## src/rtl/io_module_param.sv

```systemverilog
// rtl/io_module_param.sv - Memory-mapped GPIO block with debounced inputs, edge interrupts and a temperature register
module io_module_param #(
   parameter int         NUM_IN          = 8,
   parameter logic [7:0] BASE_ADDR       = 8'hF0,
   parameter int         DEBOUNCE_CYCLES = 16
) (
   input  logic              clk,
   input  logic              rst,
   input  logic              mem_read,
   input  logic              mem_write,
   input  logic [7:0]        address,
   input  logic [7:0]        write_data,
   output logic [7:0]        read_data,
   input  logic [NUM_IN-1:0] in_pins,
   input  logic [7:0]        temp_data,
   output logic [7:0]        out_pins,
   output logic              irq
);

   localparam logic [2:0] OFF_IN_DATA   = 3'd0;
   localparam logic [2:0] OFF_OUT_DATA  = 3'd1;
   localparam logic [2:0] OFF_OUT_SET   = 3'd2;
   localparam logic [2:0] OFF_OUT_CLR   = 3'd3;
   localparam logic [2:0] OFF_OUT_TGL   = 3'd4;
   localparam logic [2:0] OFF_EDGE_STAT = 3'd5;
   localparam logic [2:0] OFF_IRQ_EN    = 3'd6;
   localparam logic [2:0] OFF_TEMP      = 3'd7;

   localparam logic [15:0] CNT_LAST = 16'(DEBOUNCE_CYCLES - 1);

   logic [NUM_IN-1:0] sync1;
   logic [NUM_IN-1:0] sync2;
   logic [NUM_IN-1:0] db;
   logic [NUM_IN-1:0] db_rise;
   logic [NUM_IN-1:0] edge_stat;
   logic [NUM_IN-1:0] irq_en;
   logic [NUM_IN-1:0] w1c_mask;
   logic [7:0]        out_data;
   logic [7:0]        temp_reg;
   logic [7:0]        in_ext;
   logic [7:0]        stat_ext;
   logic [7:0]        en_ext;
   logic [2:0]        offset;
   logic              in_window;
   logic              wr_hit;

   // Window is 8-aligned, so only the upper five address bits select it
   assign in_window = (address[7:3] == BASE_ADDR[7:3]);
   assign offset    = address[2:0];
   assign wr_hit    = mem_write && in_window;
   assign w1c_mask  = (wr_hit && offset == OFF_EDGE_STAT) ? write_data[NUM_IN-1:0] : '0;

   always_ff @(posedge clk) begin
      if (rst) begin
         sync1 <= '0;
         sync2 <= '0;
      end else begin
         sync1 <= in_pins;
         sync2 <= sync1;
      end
   end

   for (genvar i = 0; i < NUM_IN; i++) begin : g_chan
      logic [15:0] cnt;
      logic        db_bit;

      always_ff @(posedge clk) begin
         if (rst) begin
            cnt    <= '0;
            db_bit <= 1'b0;
         end else if (sync2[i] == db_bit) begin
            cnt <= '0;
         end else if (cnt == CNT_LAST) begin
            db_bit <= sync2[i];
            cnt    <= '0;
         end else begin
            cnt <= cnt + 16'd1;
         end
      end

      assign db[i]      = db_bit;
      assign db_rise[i] = sync2[i] && !db_bit && (cnt == CNT_LAST);
   end

   always_ff @(posedge clk) begin
      if (rst) begin
         out_data  <= '0;
         edge_stat <= '0;
         irq_en    <= '0;
         temp_reg  <= '0;
         irq       <= 1'b0;
      end else begin
         temp_reg <= temp_data;
         irq      <= |(edge_stat & irq_en);
         // A fresh rise is OR-ed in after the clear so it survives a same-edge W1C
         edge_stat <= (edge_stat & ~w1c_mask) | db_rise;
         if (wr_hit) begin
            case (offset)
               OFF_OUT_DATA: out_data <= write_data;
               OFF_OUT_SET:  out_data <= out_data | write_data;
               OFF_OUT_CLR:  out_data <= out_data & ~write_data;
               OFF_OUT_TGL:  out_data <= out_data ^ write_data;
               OFF_IRQ_EN:   irq_en   <= write_data[NUM_IN-1:0];
               default: ;
            endcase
         end
      end
   end

   always_comb begin
      in_ext                 = '0;
      in_ext[NUM_IN-1:0]     = db;
      stat_ext               = '0;
      stat_ext[NUM_IN-1:0]   = edge_stat;
      en_ext                 = '0;
      en_ext[NUM_IN-1:0]     = irq_en;
      read_data              = 8'h00;
      if (mem_read && in_window) begin
         case (offset)
            OFF_IN_DATA:   read_data = in_ext;
            OFF_OUT_DATA:  read_data = out_data;
            OFF_EDGE_STAT: read_data = stat_ext;
            OFF_IRQ_EN:    read_data = en_ext;
            OFF_TEMP:      read_data = temp_reg;
            default:       read_data = 8'h00;
         endcase
      end
   end

   assign out_pins = out_data;

endmodule

```

## config.mk

```make
export PLATFORM = sky130hd
export DESIGN_NAME = io_module_param
export DESIGN_NICKNAME = d
export VERILOG_FILES = /design/src/rtl/io_module_param.sv
export SDC_FILE = /design/constraint.sdc
export NUM_CORES = 1
export LEC_CHECK = 0
export ABC_AREA = 0
export CORE_ASPECT_RATIO = 1.1
export CORE_MARGIN = 2
export CORE_UTILIZATION = 30
export CTS_BUF_LIST = sky130_fd_sc_hd__clkbuf_2 sky130_fd_sc_hd__clkbuf_4 sky130_fd_sc_hd__clkbuf_8
export DETAILED_ROUTE_END_ITERATION = 10
export PLACE_DENSITY = 0.52
export SETUP_SLACK_MARGIN = 0.4
export SYNTH_ARGS = -nofsm -noshare
export SYNTH_HDL_FRONTEND = slang
export SYNTH_SLANG_ARGS = --single-unit
```

## constraint.sdc

```tcl
create_clock -name clk -period 3.5 [get_ports clk]
set_input_delay 0.35 -clock clk [delete_from_list [all_inputs] [get_ports clk]]
set_output_delay 0.35 -clock clk [all_outputs]
set_load 0.005 [all_outputs]
```

==> results of run 1 <==
[per-stage QoR]
stage,setup WS (ns),total power [uW],std cells,util [%]
after global placement,0.424,2340,1361,33.7
after floorplan,1.61,2260,964,-
final,0.543,3740,1394,35.2
after detailed placement,0.409,2340,1361,33.7
after global routing,0.416,3910,1394,35.2
after CTS,0.410,3790,1394,35.2
[worst register-to-register path, cell delays in order (launching register included)]
cell     delay, ns
dfxtp_1       0.36
or4_1         0.54
nor4_2        0.43
or3_1         0.54
nor2_1        0.11
[layout make-up]
cell class | count | area (um^2) | share of cell area (%)
Multi-Input combinational cell | 690 | 4410 | 45.1
Timing Repair Buffer | 61 | 583 | 5.96
Tap cell | 363 | 454 | 4.64
Clock buffer | 19 | 262 | 2.67
Clock inverter | 13 | 136 | 1.39
Inverter | 63 | 236 | 2.42
Sequential cell | 185 | 3700 | 37.8
[path summary, 6_finish.rpt]
kind | start | end | slack, ns
setup / recovery | address[0] | read_data[4] | 0.54
setup reg to reg | g_chan[5].cnt[13] | g_chan[5].cnt[3] | 1.40
hold reg to reg | g_chan[6].cnt[0] | g_chan[6].cnt[0] | 0.45
hold / removal | rst | sync1[0] | 0.30
[cell families (layout without fill, tap and decap cells)]
logic type               after synthesis  count (layout)  synth area share (%)
buffers and inverters                 89             156                  4.44
multiplexers                          19              19                  2.24
XOR/XNOR                             103             103                  10.6
AO/OA/AOI/OAI                        100             100                  8.02
adder cells (fa/ha/maj)               32              32                  4.72
AND/OR/NAND/NOR                      436             436                  26.3
flip-flops                           185             185                  43.7
[cells in the final DEF (no fill, tap or decap), types with 3 or more instances in the layout]
master and n:
clkbuf_8 19, and3_1 16, nor3_1 30, clkdlybuf4s50_1 51, clkinv_4 4, nor4_1 39, dfxtp_1 185, nand2_1 51
ha_1 32, or3_1 6, nor2b_1 25, o211ai_1 6, o31ai_1 6, xor2_1 27, inv_1 62, a221oi_1 5
mux2i_1 19, and4_1 6, or2_2 5, buf_4 9, nand4_1 33, nand3_1 45, xnor2_1 76, nor2_1 148
a21oi_1 34, or4_1 14, o41ai_1 6, o21ai_0 10, o32ai_1 5, inv_6 3, clkinvlp_4 3, a22oi_1 16
[Yosys cell counts (5+ instances only)]
cell type,number
or3_1,6
nand3_1,45
ha_1,32
a21oi_1,34
nor2_1,148
nand2_1,51
or4_1,14
o31ai_1,6
or2_2,5
clkbuf_1,15
o41ai_1,6
o211ai_1,6
o21ai_0,10
a221oi_1,5
nor4_1,39
nand4_1,33
nor3_1,30
nor2b_1,25
xor2_1,27
dfxtp_1,185
and3_1,16
o32ai_1,5
mux2i_1,19
xnor2_1,76
a22oi_1,16
and4_1,6
inv_1,62
[per-layer routing]
| layer | track usage [%] | routed length (um) |
|---|---|---|
| met1 | 18.4 | 9660 |
| met2 | 19.4 | 7910 |
| met3 | 2.72 | 780 |
| met4 | 3.96 | 244 |
| met5 | 0 | 0 |
[timing repair]
item | in CTS | in global routing
resized for setup | 0 | 2
cloned | 0 | 0
buffers inserted | 1 | 0
pin swaps | 1 | 0
endpoints found under the setup margin | 1 | 7
[power groups by stage]
stage	sequential (uW)	combinational, uW	clock [uW]
final	2130	164	1440
after global routing	2130	181	1600
after CTS	2130	166	1500
after detailed placement	2180	165	0
after global placement	2180	163	0
after floorplan	2180	87.3	0
==> run summary, run 1 <==
The count of fill cells added during filler insertion came out at 2901. The cell count of the worst reg-to-reg path works out to 4. TritonCTS built the clock tree. The horizontal extent of the die is 164 um, and the sequential element share of the synthesized area is 43.7%.

The critical path runs through a total of 6 cells. The final routed DRC violation total came out at 0. The sum of overflow across all layers after global routing was 0; the data arrival time at the worst-slack endpoint was 2.61 ns. Required time of the worst setup path: 3.15 ns. Of the total power, the share spent switching nets is 24.7%. The final layout contains 1086 nets. The number of buffers between clock root and the deepest sink was 2. Slew at the pin with the worst max-slew slack: 0.855 ns.

The clock reaches the later pin of the worst-skew pair after 0.47 ns. The antenna cell count came out at 0. The run finished with clean final reports. In this run, the number of DRC markers left after iteration 0 of detailed routing was 426.

Fraction of the cycle the final worst path needs: 84.5%. Summed over all cells, the static leakage comes to 0.00309 uW. The worst hold path belongs to the class in -> reg. The die is 180 um tall. The tool flagged a number of max-cap violations equal to 0. Using the TritonRoute via totals, the vias-per-cell ratio works out to 4.83. Among all flip-flop cells after synthesis, the most frequent one is dfxtp_1. The post-CTS clock slew at the launch and capture registers of the worst setup and hold paths is 0.10 ns, and the total die area is 29600 um^2. Combinational logic is responsible for 4.4% of the overall power. Cell repeated most along the worst path: clkdlybuf4s50_1. Yosys mapped a number of flops with a built-in enable equal to 0.

The clock network burns 38.6% of the power. The number of antenna violations at the first check in global routing was 2; the worst relative slew slack was 42.7%. The logs give 0 for the total count of hold-check failures in the final report and 0 for the max-slew violation count. The count of buffers added on input and output ports is 52. Clock skew after layout: 0.0175 ns. The area of the mapped netlist is 8480 um^2, and the fraction of synthesized cell area taken by the top area cell type is 43.7%. After legalization and detailed placement, the total HPWL measured 13.4 mm. Summing all placed instances gives a cell area of 9370 um^2.

In the final routed layout, each cell accounts on average for 13.3 um. Setup repair after global routing left no endpoint under its margin. The post-synthesis async set-or-reset flop share is 0%, and the boundary pin count is 53.

For the clock sink count, the log shows 185. In this run, synthesis produced a sequential element count of 185. The run gives 9790 um^2 as the final cell area excluding filler cells. For the final hold slack, the log shows 0.296 ns.

In this design, the largest share of critical-path delay is due to buffers and inverters. The floorplan has 64 rows. Root buffer selected by CTS: clkbuf_8. The number of global-route vias before repair came out at 6304.

The hold-critical path depth is 2, and the post-detailed-route count of antenna-violating nets is 0. Buffers inserted during clock tree synthesis total 17. For this configuration, the core starts out at a cell density of 30.5%. Averaged over all synthesized cells, the footprint is 8.80 um^2. In this run, post-CTS hold repair placed 0 buffers. The number of different library cells used by synthesis comes to 57. The setup-violating endpoint count in the final report came out at 0.

Counting every instance in the synthesized netlist gives 964. In this run, flip-flops and latches consume 57.0% of the power. The run gives 33 as the pin count of the biggest net entering global routing. Nature of the critical path endpoint: a primary output. After synthesis, the cell types taking the most area are dfxtp_1, xnor2_1, nor2_1. The slowest stage of the critical path is the clkdlybuf4s50_1 cell.

The count of buffer and inverter cells on the critical path was 3. In the global route stage, overall resource usage came out at 12.9%. The register with the highest flop count is g_chan.cnt. The register with the most flip-flops in the layout has 128 of them.

The congestion estimate from routability-driven global placement came to 0.796. Placeable core region: 27800 um^2. For this run, the number of Yosys warnings is 0. First-pass iteration count of the detailed router: 4. Summed over all nets, the switching power comes to 922 uW.

Static timing analysis puts the maximum clock frequency at 338 MHz. CTS built an H-tree with a depth of 4. The number of nets in the synthesized netlist is 1032. Walking the worst path, the cells encountered are clkdlybuf4s50_1 -> buf_4 -> and3b_2 -> a22oi_1 -> a21oi_1 -> clkdlybuf4s50_1. For the count of vias placed by the detailed router, the log shows 6734. The power per unit of standard cell area was 382 nW/um^2. Cell internal power was estimated by the tool at 2810 uW. Of all nets on the critical path, the largest fanout is 15. For the sum of negative setup slack, the log shows 0 ns. The delay of the slowest critical-path stage came out at 0.65 ns. The fraction of final layout cells sized beyond drive strength 1 came out at 5.82%. The routed design has 18.6 mm of wire. After layout, the minimum clock period comes to 2.96 ns. STA classifies the critical path startpoint as an input pin. The tools report the global-route wire length before repair as 31.1 mm. The critical path in this run is classified as in -> out. Layout overhead on the synthesized area: 15.4%. dfxtp_1 takes more of the synthesized area than any other cell.

For the peak supply drop, the log shows 0.000239 V.
Note: power is estimated with default switching activity, not from simulation.
==> run 2: changes to the inputs <==
==> constraint.sdc (replaced) <==
create_clock -name clk -period 3 [get_ports clk]
set_input_delay 0.3 -clock clk [delete_from_list [all_inputs] [get_ports clk]]
set_output_delay 0.3 -clock clk [all_outputs]
set_load 0.005 [all_outputs]
==> run 2 against run 1 <==
  * Via count down 0.71%
  * Hold slack better by 0.013 ns
  * Combinational power up 21%
  * Sequential share of layout area down 0.47 points
  * Largest power group unchanged
==> run summary, run 2 (synthesized netlist as in run 1, its figures left out) <==
The flow ran to the end, and the final reports show no timing, DRC or antenna violations. Setup repair after global routing left no endpoint under its margin. The register with the most flip-flops in the layout has 128 of them. The total count of hold-check failures in the final report came out at 0. The detailed-route wire length per cell works out to 13.5 um. Critical-path maximum fanout: 9. The cell repeated most along the worst path was clkdlybuf4s50_1.

The number of rows created at floorplan was 64. On the critical path the largest part of the delay comes from buffers and inverters. The initial utilization of the core area, before any placement, comes to 30.5%. Setup slack closes at 0.501 ns. The later pin in the worst-skew pair is clocked with a latency of 0.46 ns.

The global placement routability congestion was 0.776. In the layout the commonest cells are dfxtp_1, nor2_1, xnor2_1, inv_1, nand2_1. The number of antenna diodes in the final layout is 0.

Leaving out fill and tap cells, the most frequent cell in the layout is dfxtp_1. The die covers 29600 um^2. The setup path with the least slack is of type in -> out. The tools report the final routed DRC violation total as 0.

The slew at the pin with the worst max-slew slack is 0.718 ns, and the y dimension of the die is 180 um. For this design, the CTS-stage hold fixing added 0 buffers. Counting both buffers and inverters, the worst setup path holds a total of 3. Horizontal extent of the die: 164 um.

Walking the worst path, the cells encountered are clkdlybuf4s50_1 -> buf_4 -> and3b_2 -> a22oi_1 -> a21oi_1 -> clkdlybuf4s50_1. In this run the worst hold path is classified as in -> reg. The power per unit of standard cell area works out to 457 nW/um^2.

Buffers inserted during clock tree synthesis total 17. The post-detailed-route via-to-cell ratio was 4.77; the minimum setup slack after placement was 0.330 ns. For this design the static power due to leakage is 0.00318 uW. The placeable core region came out at 27800 um^2. The register with the most flip-flops in the final layout is g_chan.cnt. The number of antenna violations at the first check in global routing came out at 0.

VDD sags by at most 0.000271 V. Static timing analysis puts the maximum clock frequency at 400 MHz. The layout overhead on the synthesized area was 16.8%; the clock sink count was 185.

For this design the top-level I/O count stands at 53. The number of buffers between clock root and the deepest sink is 2. The final critical delay including setup and external delays was 2.50 ns. The tools report the type of element launching the critical path as an input pin.

For the worst setup path, the data arrival time is 2.20 ns. Setup violations remaining at the end of the flow were counted as 0. TritonCTS built the clock tree. The tools report the worst relative slew slack as 51.9%.

Entering global routing, the biggest net connects 64 pins. The worst setup path is captured at a primary output. In the finished design, the share of the clock period the worst path needs comes to 83.3%.

Sum of overflow across all layers after global routing: 0. The count of nets left with antenna violations once routing finished came out at 0. The logs give 2.70 ns for the required time of the worst setup path and 0 ns for the sum of negative setup slack.

The tightest hold path in the finished design has a slack of 0.309 ns. The count of buffers from port buffering was 52. For the number of global-route vias before repair, the log shows 6311. The number of DRC markers after the initial detailed-route iteration is 467, and the fraction of final layout cells sized beyond drive strength 1 is 6.55%. Standard cell with the maximum stage delay on the critical path: clkdlybuf4s50_1. The first global-routing pass estimated 31.6 mm of wire. After detailed routing, the total wire length is 18.9 mm. For this run, the slowest stage of the critical path takes 0.54 ns. The clock skew after layout is 0.0153 ns, and the aggregate global-route resource usage is 13.1%. The maximum level of the CTS H-tree was 4. Number of nets at the end of the flow: 1093. Once detailed placement completed, the half-perimeter wirelength came to 13.4 mm. For the max-slew violation count, the log shows 0. For the total of max-cap violations, the log shows 0.

The cell sitting at the root of the clock tree is a clkbuf_8. The pre-antenna-repair detailed-routing pass consisted of 5 iterations. Clock-pin slew was measured on the worst setup and hold paths at 0.10 ns.

Summing over every cut layer, the via total after detailed routing is 6686.
## run 2: timing repair
item | in CTS | in global routing
setup buffers | 1 | 0
endpoints found under the setup margin | 7 | 7
pin swaps | 1 | 2
gates resized for setup | 2 | 6
cloned | 0 | 1
## run 2: area by class of cell
cell class              instances  area [um^2]
clock inverters                15          208
repair buffers                 67          648
flip-flops and latches        185         3700
clock buffers                  17          234
multi-input cells             691         4430
well taps                     363          454
fillers                      2846        17900
inverters                      63          236
## run 2: final timing paths
check / startpoint / to / slack (ns) / cells after the start
min: rst / sync2[5] / 0.31 / 3
max reg2reg: g_chan[6].cnt[9] / g_chan[6].cnt[14] / 0.84 / 4
max: address[2] / read_data[0] / 0.50 / 6
min reg2reg: sync1[5] / sync2[5] / 0.45 / 1
## run 2: power by group
group | switching (uW) | internal (uW)
clock | 979 | 863
combinational | 109 | 90.3
sequential | 11.9 | 2470
total | 1100 | 3430
## run 2: routing by layer
layer | wire length, um | global-route usage [%] | up-vias
met3 | 657 | 2.28 | 16
met1 | 9880 | 18.8 | 3086
met2 | 8100 | 20.0 | 91
met4 | 215 | 3.68 | 0
met5 | 0 | 0 | -
li1 | - | - | 3493
## run 2: stage by stage
step / instance area (um^2) / instances / power (uW) / util [%]
after floorplan: 8480 / 964 / 2640 / -
after global placement: 9430 / 1367 / 2740 / 33.9
after detailed placement: 9430 / 1367 / 2740 / 33.9
after CTS: 9880 / 1400 / 4600 / 35.6
after global routing: 9910 / 1401 / 4730 / 35.7
final: 9910 / 1401 / 4530 / 35.7
## run 2: worst min-delay path: stages
cell and delay [ns]:
buf_2 0.12, buf_12 0.18, nor2b_1 0.12
==> run 3: changes to the inputs <==
==> constraint.sdc (replaced) <==
create_clock -name clk -period 2.3 [get_ports clk]
set_input_delay 0.23 -clock clk [delete_from_list [all_inputs] [get_ports clk]]
set_output_delay 0.23 -clock clk [all_outputs]
set_load 0.005 [all_outputs]
==> run 3 against run 2 <==
  * Power grew 25%
  * Highest routed layer unchanged
  * Critical endpoint is now g_chan[7].db_bit
  * Clock skew increased by 0.0084 ns
  * Largest cell class unchanged
  * Clock-buffer cell count rose by 2
==> run summary, run 3 (synthesized netlist as in run 1, its figures left out) <==
The first TritonRoute pass finished after 4 iterations. The global placement routability congestion came out at 0.761. The effective utilization at floorplan was 30.5%. Dividing the detail-routed via count by the number of cells gives 4.71. Entering global routing, the biggest net connects 26 pins.

Hold-critical path depth: 2. For the number of antenna violations at the first check in global routing, the log shows 3. The region available for standard cell placement spans 27800 um^2.

The fraction of final layout cells sized beyond drive strength 1 was 10.6%. From left edge to right edge, the die measures 164 um. The register with the highest flop count was g_chan.cnt.

For the pin with the worst max-slew slack, the measured transition is 0.524 ns. The die is 180 um tall. The number of cells after detailed placement is 1386. After layout, the worst path uses 82.5% of the clock period. The layer flagged by global routing as most heavily used is met2. For the worst relative slew slack, the log shows 65.0%. The number of flip-flops in the largest register came out at 128.

Final hold analysis gives a worst-case slack of 0.244 ns. TritonCTS built the clock tree. Global routing used 18.2% of the available met1 tracks. The logs give 29600 um^2 for the total die area and 185 for the clock sink count. The first global-routing pass estimated 31.5 mm of wire. The number of hold buffers added after CTS was 0. The tools report the boundary pin count as 53. The leading cell type in the layout, fill and taps excluded was dfxtp_1. The insertion delay of the later-clocked pin in the worst-skew pair was 0.47 ns; the final routed DRC violation total was 0. The worst register-to-register path has a depth of 4. The count of nets left with antenna violations once routing finished came out at 0. The floorplan has 64 rows. The count of buffers added on input and output ports is 52.

Clock-pin slew was measured on the worst setup and hold paths at 0.10 ns. The flow ran to the end, and the final reports show no timing, DRC or antenna violations. The logs give -0.113 ns for the minimum setup slack after placement and 0 for the sum of overflow across all layers after global routing. The global-route track usage on met2 was 19.9%. Data on the critical path is required at its endpoint by 2.66 ns. The number of global-route vias before repair was 6371; the layout overhead on the synthesized area was 18.3%. The worst path meets setup with 0.402 ns of slack.

In the final design database the tool counted 1114 nets. The met3 track utilization from global routing was 3.06%; the clock skew after layout was 0.0236 ns. In this run the critical register-to-register path is launched from g_chan[7].cnt[14]. The post-route non-filler standard cell count is 1424.

The worst setup path is launched from a register. The run gives 19.0 mm as the total detailed-routing wirelength. The tools report the aggregate global-route resource usage as 13.1%. The critical path in this run is classified as reg -> reg. The detailed-route wire length per cell was 13.3 um.

Tracing the worst setup path back leads to its startpoint at g_chan[7].cnt[14]. For this design the ratio of total power to cell area is 563 nW/um^2. Across the run, the number of max-cap violations was 0. Total power for the finished layout comes to 5650 uW. The total count of hold-check failures in the final report is 0. Setup repair after global routing could not meet its margin everywhere. The number of buffers between clock root and the deepest sink is 2, and the leakage power of the design is 0.00325 uW. The startpoint of the worst hold path was rst. The routed design could run at a clock period as short as 1.90 ns. Derived from the worst setup path, the maximum achievable clock frequency is 527 MHz.

STA classifies the critical path endpoint as a register. Detailed placement ended at an HPWL of 13.6 mm. Root buffer selected by CTS: clkbuf_8.

Buffers inserted during clock tree synthesis total 17. In this run, the number of DRC markers left after iteration 0 of detailed routing was 397. At the worst endpoint, the arrival time is 2.25 ns. The path class of the lowest-slack min-delay path is in -> reg.

After routing, the total negative slack on setup checks comes to 0 ns. Setup violations remaining at the end of the flow were counted as 0. In the layout the commonest cells are dfxtp_1, nor2_1, xnor2_1, inv_1, nand2_1. In this run the worst path has a maximum fanout of 5. The peak supply drop was 0.000323 V.

The logs give 0 for the max-slew violation count and 6712 for the count of vias placed by the detailed router. The maximum level of the CTS H-tree was 4.
run 3: worst paths after layout:
path	to	slack (ns)
setup / recovery	g_chan[7].db_bit	0.40
hold / removal	sync1[7]	0.24
setup reg to reg	g_chan[7].db_bit	0.40
hold reg to reg	sync2[6]	0.45
run 3: stage by stage:
stage / cell area (um^2) / utilization, %
4_1_cts: 9980 / 35.9
2_1_floorplan: 8480 / -
3_3_place_gp: 9560 / 34.4
6_report: 10000 / 36.1
5_1_grt: 10000 / 36.1
3_5_place_dp: 9560 / 34.4
run 3: per-layer routing:
layer | wire length (um) | vias to the layer above
li1 | - | 3538
met3 | 754 | 17
met2 | 8170 | 81
met4 | 221 | 0
met5 | 0 | -
met1 | 9820 | 3076
run 3: final cells by class:
type,instances,area [um^2]
timing repair buffer,89,776
multi-input combinational,690,4480
clock buffer,19,262
tap,363,454
sequential,185,3710
antenna,3,7.51
clock inverter,12,116
inverter,63,236
fill,2867,17800
run 3: timing repair:
item	4_1_cts	5_1_grt
endpoints found under the setup margin	21	112
pin swaps	5	4
setup buffers	2	2
gates resized for setup	42	19
run 3: power by group:
| part | internal (uW) | switching (uW) | total, uW |
|---|---|---|---|
| registers | 3230 | 15.0 | 3240 |
| clock network | 923 | 1210 | 2130 |
| logic | 133 | 145 | 278 |
run 3: worst max-delay path: stages (launching register included):
cell and delay, ns:
dfxtp_2 0.34, or4_4 0.53, or4_4 0.63, o211ai_2 0.20
o41ai_2 0.09
